### config.mk
export PLATFORM = sky130hd
export DESIGN_NAME = dual_port_ram_p
export DESIGN_NICKNAME = d
export VERILOG_FILES = /design/src/rtl/dual_port_ram_p.sv
export SDC_FILE = /design/constraint.sdc
export NUM_CORES = 1
export LEC_CHECK = 0
export CORE_MARGIN = 2
export CORE_UTILIZATION = 45
export DETAILED_ROUTE_END_ITERATION = 7
export DONT_BUFFER_PORTS = 1
export GPL_TIMING_DRIVEN = 1
export SLEW_MARGIN = 20
export SYNTH_ARGS = -nofsm -noshare
export SYNTH_HDL_FRONTEND = slang
export SYNTH_SLANG_ARGS = --single-unit
### constraint.sdc
create_clock -name clk -period 3 [get_ports clk]
set_input_delay 0.9 -clock clk [delete_from_list [all_inputs] [get_ports clk]]
set_output_delay 0.9 -clock clk [all_outputs]
set_load 0.005 [all_outputs]
### src/rtl/dual_port_ram_p.sv
// -----------------------------------------------------------------------------
// dual_port_ram_p
//
// Parametrised simple dual-port RAM: one write port, one read port, one clock.
// Per-byte write enables, a registered read pipeline of RD_LAT stages with a
// read-valid strobe, and a clear engine that zeroes the whole array after
// reset or on request.
//
// Parameters
//   DATA_W  word width in bits (multiple of 8)
//   ADDR_W  address width; DEPTH = 2**ADDR_W
//   RD_LAT  read latency in edges from the rd_en sampling edge (1 or 2)
//
// Ports
//   clk        single clock, rising edge
//   rst        asynchronous active-low reset
//   wr_en      write request
//   w_addr     write address
//   w_data     write data
//   w_be       byte enables, bit i covers w_data[8i+7:8i]
//   rd_en      read request
//   rd_addr    read address
//   rd_data    registered read data, holds when no read completes
//   rd_valid   one-cycle strobe marking rd_data valid
//   clr_req    request a full-array clear
//   busy       clear in progress; wr_en/rd_en/clr_req ignored while high
//   fsm_state  debug view of the controller: 0 = CLEAR, 1 = READY
//
// Optional feature
//   DPRAM_BYPASS_EN  when defined, a same-address read and write on the same
//                    edge returns the merged (write-first) word; otherwise the
//                    read returns the old contents (read-first).
//
// Handshake: requests are single-cycle pulses sampled on the rising edge; a
// request is taken only when the controller is READY and clr_req is low on
// that edge. There is no backpressure; rd_valid is a strobe, not a handshake.
// -----------------------------------------------------------------------------
module dual_port_ram_p #(
    parameter int DATA_W = 16,
    parameter int ADDR_W = 4,
    parameter int RD_LAT = 1
) (
    input  logic                  clk,
    input  logic                  rst,
    input  logic                  wr_en,
    input  logic [ADDR_W-1:0]     w_addr,
    input  logic [DATA_W-1:0]     w_data,
    input  logic [DATA_W/8-1:0]   w_be,
    input  logic                  rd_en,
    input  logic [ADDR_W-1:0]     rd_addr,
    output logic [DATA_W-1:0]     rd_data,
    output logic                  rd_valid,
    input  logic                  clr_req,
    output logic                  busy,
    output logic                  fsm_state
);

    localparam int DEPTH = 1 << ADDR_W;
    localparam int BE_W  = DATA_W / 8;

    // The clear counter is one bit wider than the address so the terminal
    // compare never aliases with a wrapped value.
    localparam logic [ADDR_W:0] LAST_CNT = {1'b0, {ADDR_W{1'b1}}};

    typedef enum logic {
        CLEAR = 1'b0,
        READY = 1'b1
    } state_t;

    state_t                   state;
    state_t                   state_nxt;
    logic [ADDR_W:0]          clr_cnt;

    logic                     wr_fire;
    logic                     rd_fire;
    logic [DATA_W-1:0]        rd_word;

    logic [RD_LAT-1:0]              pipe_valid;
    logic [RD_LAT-1:0][DATA_W-1:0]  pipe_data;

    // A clr_req edge in READY drops any write or read sampled alongside it.
    assign wr_fire = (state == READY) && !clr_req && wr_en;
    assign rd_fire = (state == READY) && !clr_req && rd_en;

    assign busy      = (state == CLEAR);
    assign fsm_state = (state == READY);

    // -------------------------------------------------------------------------
    // Controller
    // -------------------------------------------------------------------------
    always_comb begin
        state_nxt = state;
        case (state)
            CLEAR: begin
                if (clr_cnt == LAST_CNT) begin
                    state_nxt = READY;
                end
            end
            READY: begin
                if (clr_req) begin
                    state_nxt = CLEAR;
                end
            end
            default: state_nxt = CLEAR;
        endcase
    end

    always_ff @(posedge clk or negedge rst) begin
        if (!rst) begin
            state   <= CLEAR;
            clr_cnt <= '0;
        end else begin
            state <= state_nxt;
            // Counts only while clearing; parks at zero in READY so a new
            // clear always starts from address 0.
            if (state == CLEAR) begin
                clr_cnt <= clr_cnt + 1'b1;
            end else begin
                clr_cnt <= '0;
            end
        end
    end

    // -------------------------------------------------------------------------
    // Storage: one array per byte lane, so each lane is a plain single-write
    // memory and byte enables need no read-modify-write.
    // -------------------------------------------------------------------------
    genvar b;
    generate
        for (b = 0; b < BE_W; b++) begin : g_lane
            logic [7:0] lane [DEPTH];

            always_ff @(posedge clk) begin
                if (state == CLEAR) begin
                    lane[clr_cnt[ADDR_W-1:0]] <= 8'h00;
                end else if (wr_fire && w_be[b]) begin
                    lane[w_addr] <= w_data[8*b +: 8];
                end
            end

`ifdef DPRAM_BYPASS_EN
            // Write-first: an enabled byte being written to the same address
            // this edge is forwarded straight into the read pipeline.
            assign rd_word[8*b +: 8] =
                (wr_fire && w_be[b] && (w_addr == rd_addr)) ? w_data[8*b +: 8]
                                                            : lane[rd_addr];
`else
            // Read-first: the read always sees the contents before this edge.
            assign rd_word[8*b +: 8] = lane[rd_addr];
`endif
        end
    endgenerate

    // -------------------------------------------------------------------------
    // Read pipeline. Stage 0 captures the word on the sampling edge; rd_data
    // and rd_valid load from the last stage one edge later, giving RD_LAT
    // edges from sampling to rd_valid. Captured reads keep flowing through a
    // clear, since their data was taken before the array was touched.
    // -------------------------------------------------------------------------
    always_ff @(posedge clk or negedge rst) begin
        if (!rst) begin
            pipe_valid <= '0;
            pipe_data  <= '0;
            rd_valid   <= 1'b0;
            rd_data    <= '0;
        end else begin
            pipe_valid[0] <= rd_fire;
            if (rd_fire) begin
                pipe_data[0] <= rd_word;
            end
            for (int i = 1; i < RD_LAT; i++) begin
                pipe_valid[i] <= pipe_valid[i-1];
                if (pipe_valid[i-1]) begin
                    pipe_data[i] <= pipe_data[i-1];
                end
            end
            rd_valid <= pipe_valid[RD_LAT-1];
            if (pipe_valid[RD_LAT-1]) begin
                rd_data <= pipe_data[RD_LAT-1];
            end
        end
    end

endmodule

Word-level counts from Yosys, hierarchy flattened
Memory sizes are Yosys's and may differ from the RTL's. A register that Yosys moved wholly into a read port is not among the register bits.
Index checks and enable logic that the tools add are counted.
{"block": "word_totals", "n_memories": 2, "output_inout_bits": 19, "in_bits": 31, "wordCells": 37, "register_bits": 24, "mem_bits_rw": 256}
{"memory": "g_lane[0].lane", "words": 16, "width": 8, "read_ports": 1, "rd_ports_with_merged_regs": 1, "write_ports": 1, "line": "131", "text": "logic [7:0] lane [DEPTH];"}
{"memory": "g_lane[1].lane", "words": 16, "width": 8, "read_ports": 1, "rd_ports_with_merged_regs": 1, "write_ports": 1, "line": "131"}
{"block": "op_classes", "n_eq_ne": 1, "addsub": 1, "n_bitwise": 1, "mux": 17, "reduce_logical": 10}
{"operator": "two-way mux 8 bit", "count": 2}
{"operator": "OR reduction 8 bit", "count": 2}
{"operator": "two-way mux 1 bit", "count": 11}
{"operator": "two-way mux 4 bit", "count": 2}
{"operator": "adder 5 x 1 -> 5 bit (second input constant)", "count": 1}
{"operator": "== test 5 x 4 -> 1 bit (second input constant)", "count": 1}
{"operator": "logical AND 1 bit", "count": 5}
{"operator": "two-way mux 5 bit", "count": 1}
{"operator": "zero test 1 bit", "count": 3}
{"operator": "case mux 1 bit (2 select lines)", "count": 1}
{"operator": "inverter 1 bit", "count": 1}

Depth between registers and ports, before layout
{"block": "depth", "word_depth": 9, "ltp_mapped": 7, "mapped_depth_nobuf": 5}

Least setup slack after synthesis
OpenSTA, ideal clock, no wires.
{"block": "synth_timing", "kind": "input-to-reg", "startpoint": "input clr_req", "endpoint": "memory g_lane[1].lane[13][0] (enable)", "required_ns": 2.630, "cell_stages": 5, "n_path_buf": 1, "arrival_time_ns": 1.906, "setup_slack_ns": 0.724, "setup_time_ns": 0.370, "cell_sequence": "and4b_1 -> buf_2 -> nor3b_1 -> a31oi_1 -> nor2_1"}
{"block": "synth_via", "elab_chain_cells": 9, "word_cells_on_any_way": 10, "cone_classes": "5 x mux; 5 x reduce/logical"}
{"item": "from (decl)", "line": "53", "text": "input logic clr_req,"}
{"item": "zero test 1 bit *", "line": "82", "text": "assign wr_fire = (state == READY) && !clr_req && wr_en;"}
{"item": "logical AND 1 bit * (2 in series)", "line": "82"}
{"item": "logical AND 1 bit *", "line": "136", "text": "end else if (wr_fire && w_be[b]) begin"}
{"item": "two-way mux 1 bit *", "line": "136"}
{"item": "two-way mux 1 bit *", "line": "134", "text": "if (state == CLEAR) begin"}
{"item": "two-way mux 1 bit (not written as such) *", "line": "137", "text": "lane[w_addr] <= w_data[8*b +: 8];"}
{"item": "OR reduction 8 bit (no source line)"}
{"item": "two-way mux 4 bit (no source line) / two-way mux 1 bit (equally long branches)"}
{"item": "to (decl)", "line": "131"}
Mark *: on every way between the ends. The rest lies on a longest branch, timed or not.

Worst setup path after layout
{"block": "layout_timing", "startpoint": "register state (netlist: fsm_state)", "endpoint": "memory g_lane[1].lane[1][1] (enable)"}
{"block": "layout_via", "elab_chain_cells": 8, "word_cells_on_any_way": 10, "cone_classes": "6 x mux; 4 x reduce/logical"}
{"item": "from (decl)", "line": "70", "text": "state_t state;"}
{"item": "from (signal assigned)", "line": "113", "text": "state <= state_nxt;"}
{"item": "logical AND 1 bit (2 in series)", "line": "82"}
{"item": "logical AND 1 bit", "line": "136"}
{"item": "two-way mux 1 bit", "line": "136"}
{"item": "two-way mux 1 bit", "line": "134"}
{"item": "two-way mux 1 bit (not written as such)", "line": "137"}
{"item": "OR reduction 8 bit (no source line)"}
{"item": "two-way mux 4 bit (no source line) / two-way mux 1 bit (equally long branches)"}
Several ways; a longest one is shown, not always the timed one.

==> results.md <==
- Finished Layout Cells: 994
- Worst setup SP type: flip-flop
- Final setup TNS: 0 ns
- CP Class: flip-flop to flip-flop
- P per Cell Area: 820 nW/um2
- Top FF cell, synth: edfxtp_1
- Drt first pass iters: 5
- Nets: 675
- Cell count after placement: 941
- Worst Skew: 0.0112 ns
- Routed wire per std cell: 25.1 um
- Status: completed
- Setup bufs post-CTS: 0
- DR vias: 5759
- Unique masters post-synth: 35
- CP required: 3.16 ns
- Worst slew pin tran: 0.917 ns
- CTS buffer count: 29
- Initial antenna violation count: 1
- Most frequent cell after synthesis: edfxtp_1
- Global-route wire length before repair: 37.1 mm
- F_max: 0.415 GHz
- Maximum clock insertion buffer count: 3
- Hold-fix buffers at CTS: 0
- CP max FO: 14
- Worst-path clk slew: 0.06 ns
- Worst Hold Class: input pin to async pin
- Period utilization: 80.3%
- Core Box Area: 25300 um2
- Die H: 165 um
- Largest net degree at the start of global routing: 67
- RSZ-0062 raised after global routing: no
- Endpoints failing setup: 0
- Leading cell types by count after synthesis: 256 x edfxtp_1, 50 x mux2i_1, 46 x nor2_1, 44 x mux4_2, 40 x dfrtp_1
- Top post-synthesis cells by area: edfxtp_1 66%, dfrtp_1 8.6%, mux4_2 8.5%
- H-tree depth: 1
- Area leader, netlist: edfxtp_1
- DP Worst Slack: 0.169 ns
- Drt first-iter violations: 520
- Post-cts sizing count: 0
- Post-Route WL: 24.9 mm
- Area Growth Syn to Fin: 11.1%
- Clock sinks: 296
- Starting Density: 46.0%
- Final-report hold violation count: 0
- Crit. End Element: flip-flop
- Ys async rst share: 13.5%
- Die Area: 27200 um2
- Max rail drop VDD: 0.488 mV
- # Max-Cap Violations: 0
- Yosys warns: 0
- DIE WIDTH: 165 um
- TritonCTS clock tree: yes
- Synthesized area: 11700 um2
- Ant diodes: 0
- Number of port buffers: 0
- Placed Area: 12000 um2
- Period minus WS final: 2.41 ns
- Synth top area share: 65.9%
- Row Count: 58
- Layout cells sized above 1: 20.2%
- Residual DRC count: 0
- Root Driver: clkbuf_16
- Vias per inst: 5.79
- Gpl congestion: 0.805
- Slew Viols, Final: 0
- Leakage: 4.55 nW
- Clk_lat worst skew: 0.54 ns
- Post-Syn Instances: 623
- Flops & latches, synth: 296
- Syn avg cell area: 18.7 um2
- Design Power: 10.6 mW
- Slack of the critical path: 0.590 ns
- Fill count: 2009
- Vias in the first global route: 5928
- Seq/Total Area, Yosys: 74.5%
- I/O pin count: 50
- EDFF count, synth: 256
- Final Instance Area: 12900 um2
- Total GRT Usage: 18.8%
- DP HPWL: 15.8 mm
- Grt ovf: 0
- Worst Path Arrival: 2.57 ns
- Post-DRT Antenna Nets: 0
- Rel. slew slack: 38.7%
- Mapped Nets: 656
==> registers in the layout, summed over array words and instances, names as in the netlist <==
signal and cells:
clr_cnt 5, fsm_state 1, g_lane.lane 256, pipe_data 16
pipe_valid 1, rd_data 16, rd_valid 1
==> layer usage <==
layer	wire length, um	track usage, %	part of all wire (%)
met1	11100	27.9	45
met2	11400	28.6	46
met3	1990	4.42	8.0
met4	327	3.91	1.3
met5	13	0	0.052
==> path summary, 6_finish.rpt <==
path / from / endpoint / slack, ns / depth (start not counted)
max: fsm_state / g_lane[1].lane[1][1] / 0.59 / 3
min: rst / rd_data[11] / 0.05 / 0
max reg2reg: fsm_state / g_lane[1].lane[1][1] / 0.59 / 3
min reg2reg: pipe_data[7] / pipe_data[7] / 0.51 / 2
max in group asynchronous: rst / clr_cnt[0] / 2.84 / 0
min in group clk: clr_req / fsm_state / 0.46 / 1
==> final cells by class <==
cell class	count	area (um2)	area share, %
clock buffer	40	836	6.46
inverter	5	18.8	0.145
clock inverter	13	66.3	0.512
timing repair buffer	26	195	1.51
tap	330	413	3.19
multi-input combinational	284	2730	21.1
sequential	296	8690	67.1
==> report_power, final <==
| group | internal, mW | switching [mW] | leakage (nW) |
|---|---|---|---|
| Sequential | 5.38 | 0.342 | 2.92 |
| Clock | 1.94 | 1.46 | 0.457 |
| Combinational | 0.581 | 0.920 | 1.18 |
| Total | 7.90 | 2.72 | 4.55 |
==> through the flow <==
step | hold slack [ns] | util (%)
3_5_place_dp | 0.497 | 47.6
2_1_floorplan | 0.352 | -
3_3_place_gp | 0.495 | 47.6
5_1_grt | 0.0390 | 51.1
4_1_cts | 0.0394 | 51.1
6_report | 0.0518 | 51.1
==> kinds of logic (layout without fill, tap and decap cells) <==
| kind of cell | after synthesis | in the layout | share of synthesized area, % |
|---|---|---|---|
| compound gates | 66 | 66 | 3.84 |
| xor+xnor | 2 | 2 | 0.150 |
| fa+ha+maj | 2 | 2 | 0.215 |
| buf+inv | 43 | 84 | 2.05 |
| flops | 296 | 296 | 74.5 |
| mux | 113 | 113 | 15.0 |
| simple gates | 101 | 101 | 4.20 |
==> cell usage in the layout, fill, tap and decap left out, types with 2 or more instances in the layout <==
| master | instances |
|---|---|
| a21oi_1 | 6 |
| a221oi_1 | 16 |
| a22oi_1 | 4 |
| a31oi_1 | 8 |
| and2_1 | 17 |
| and4b_1 | 2 |
| buf_4 | 26 |
| clkbuf_1 | 4 |
| clkbuf_16 | 30 |
| clkbuf_4 | 2 |
| clkbuf_8 | 4 |
| clkinv_2 | 11 |
| dfrtp_1 | 40 |
| edfxtp_1 | 256 |
| ha_1 | 2 |
| inv_1 | 5 |
| mux2_2 | 16 |
| mux2i_1 | 50 |
| mux4_1 | 3 |
| mux4_2 | 44 |
| nand2_1 | 18 |
| nor2_1 | 46 |
| nor2b_1 | 3 |
| nor3_1 | 4 |
| nor3b_1 | 6 |
| o211ai_1 | 15 |
| o21ai_0 | 9 |
| o21ai_1 | 8 |
==> worst max-delay path: stages, from the launching register on <==
cell	delay, ns
dfrtp_1	0.49
and4b_1	0.58
a31oi_1	0.28
nor2_1	0.67
No activity file was read; power rests on OpenSTA's default activity.
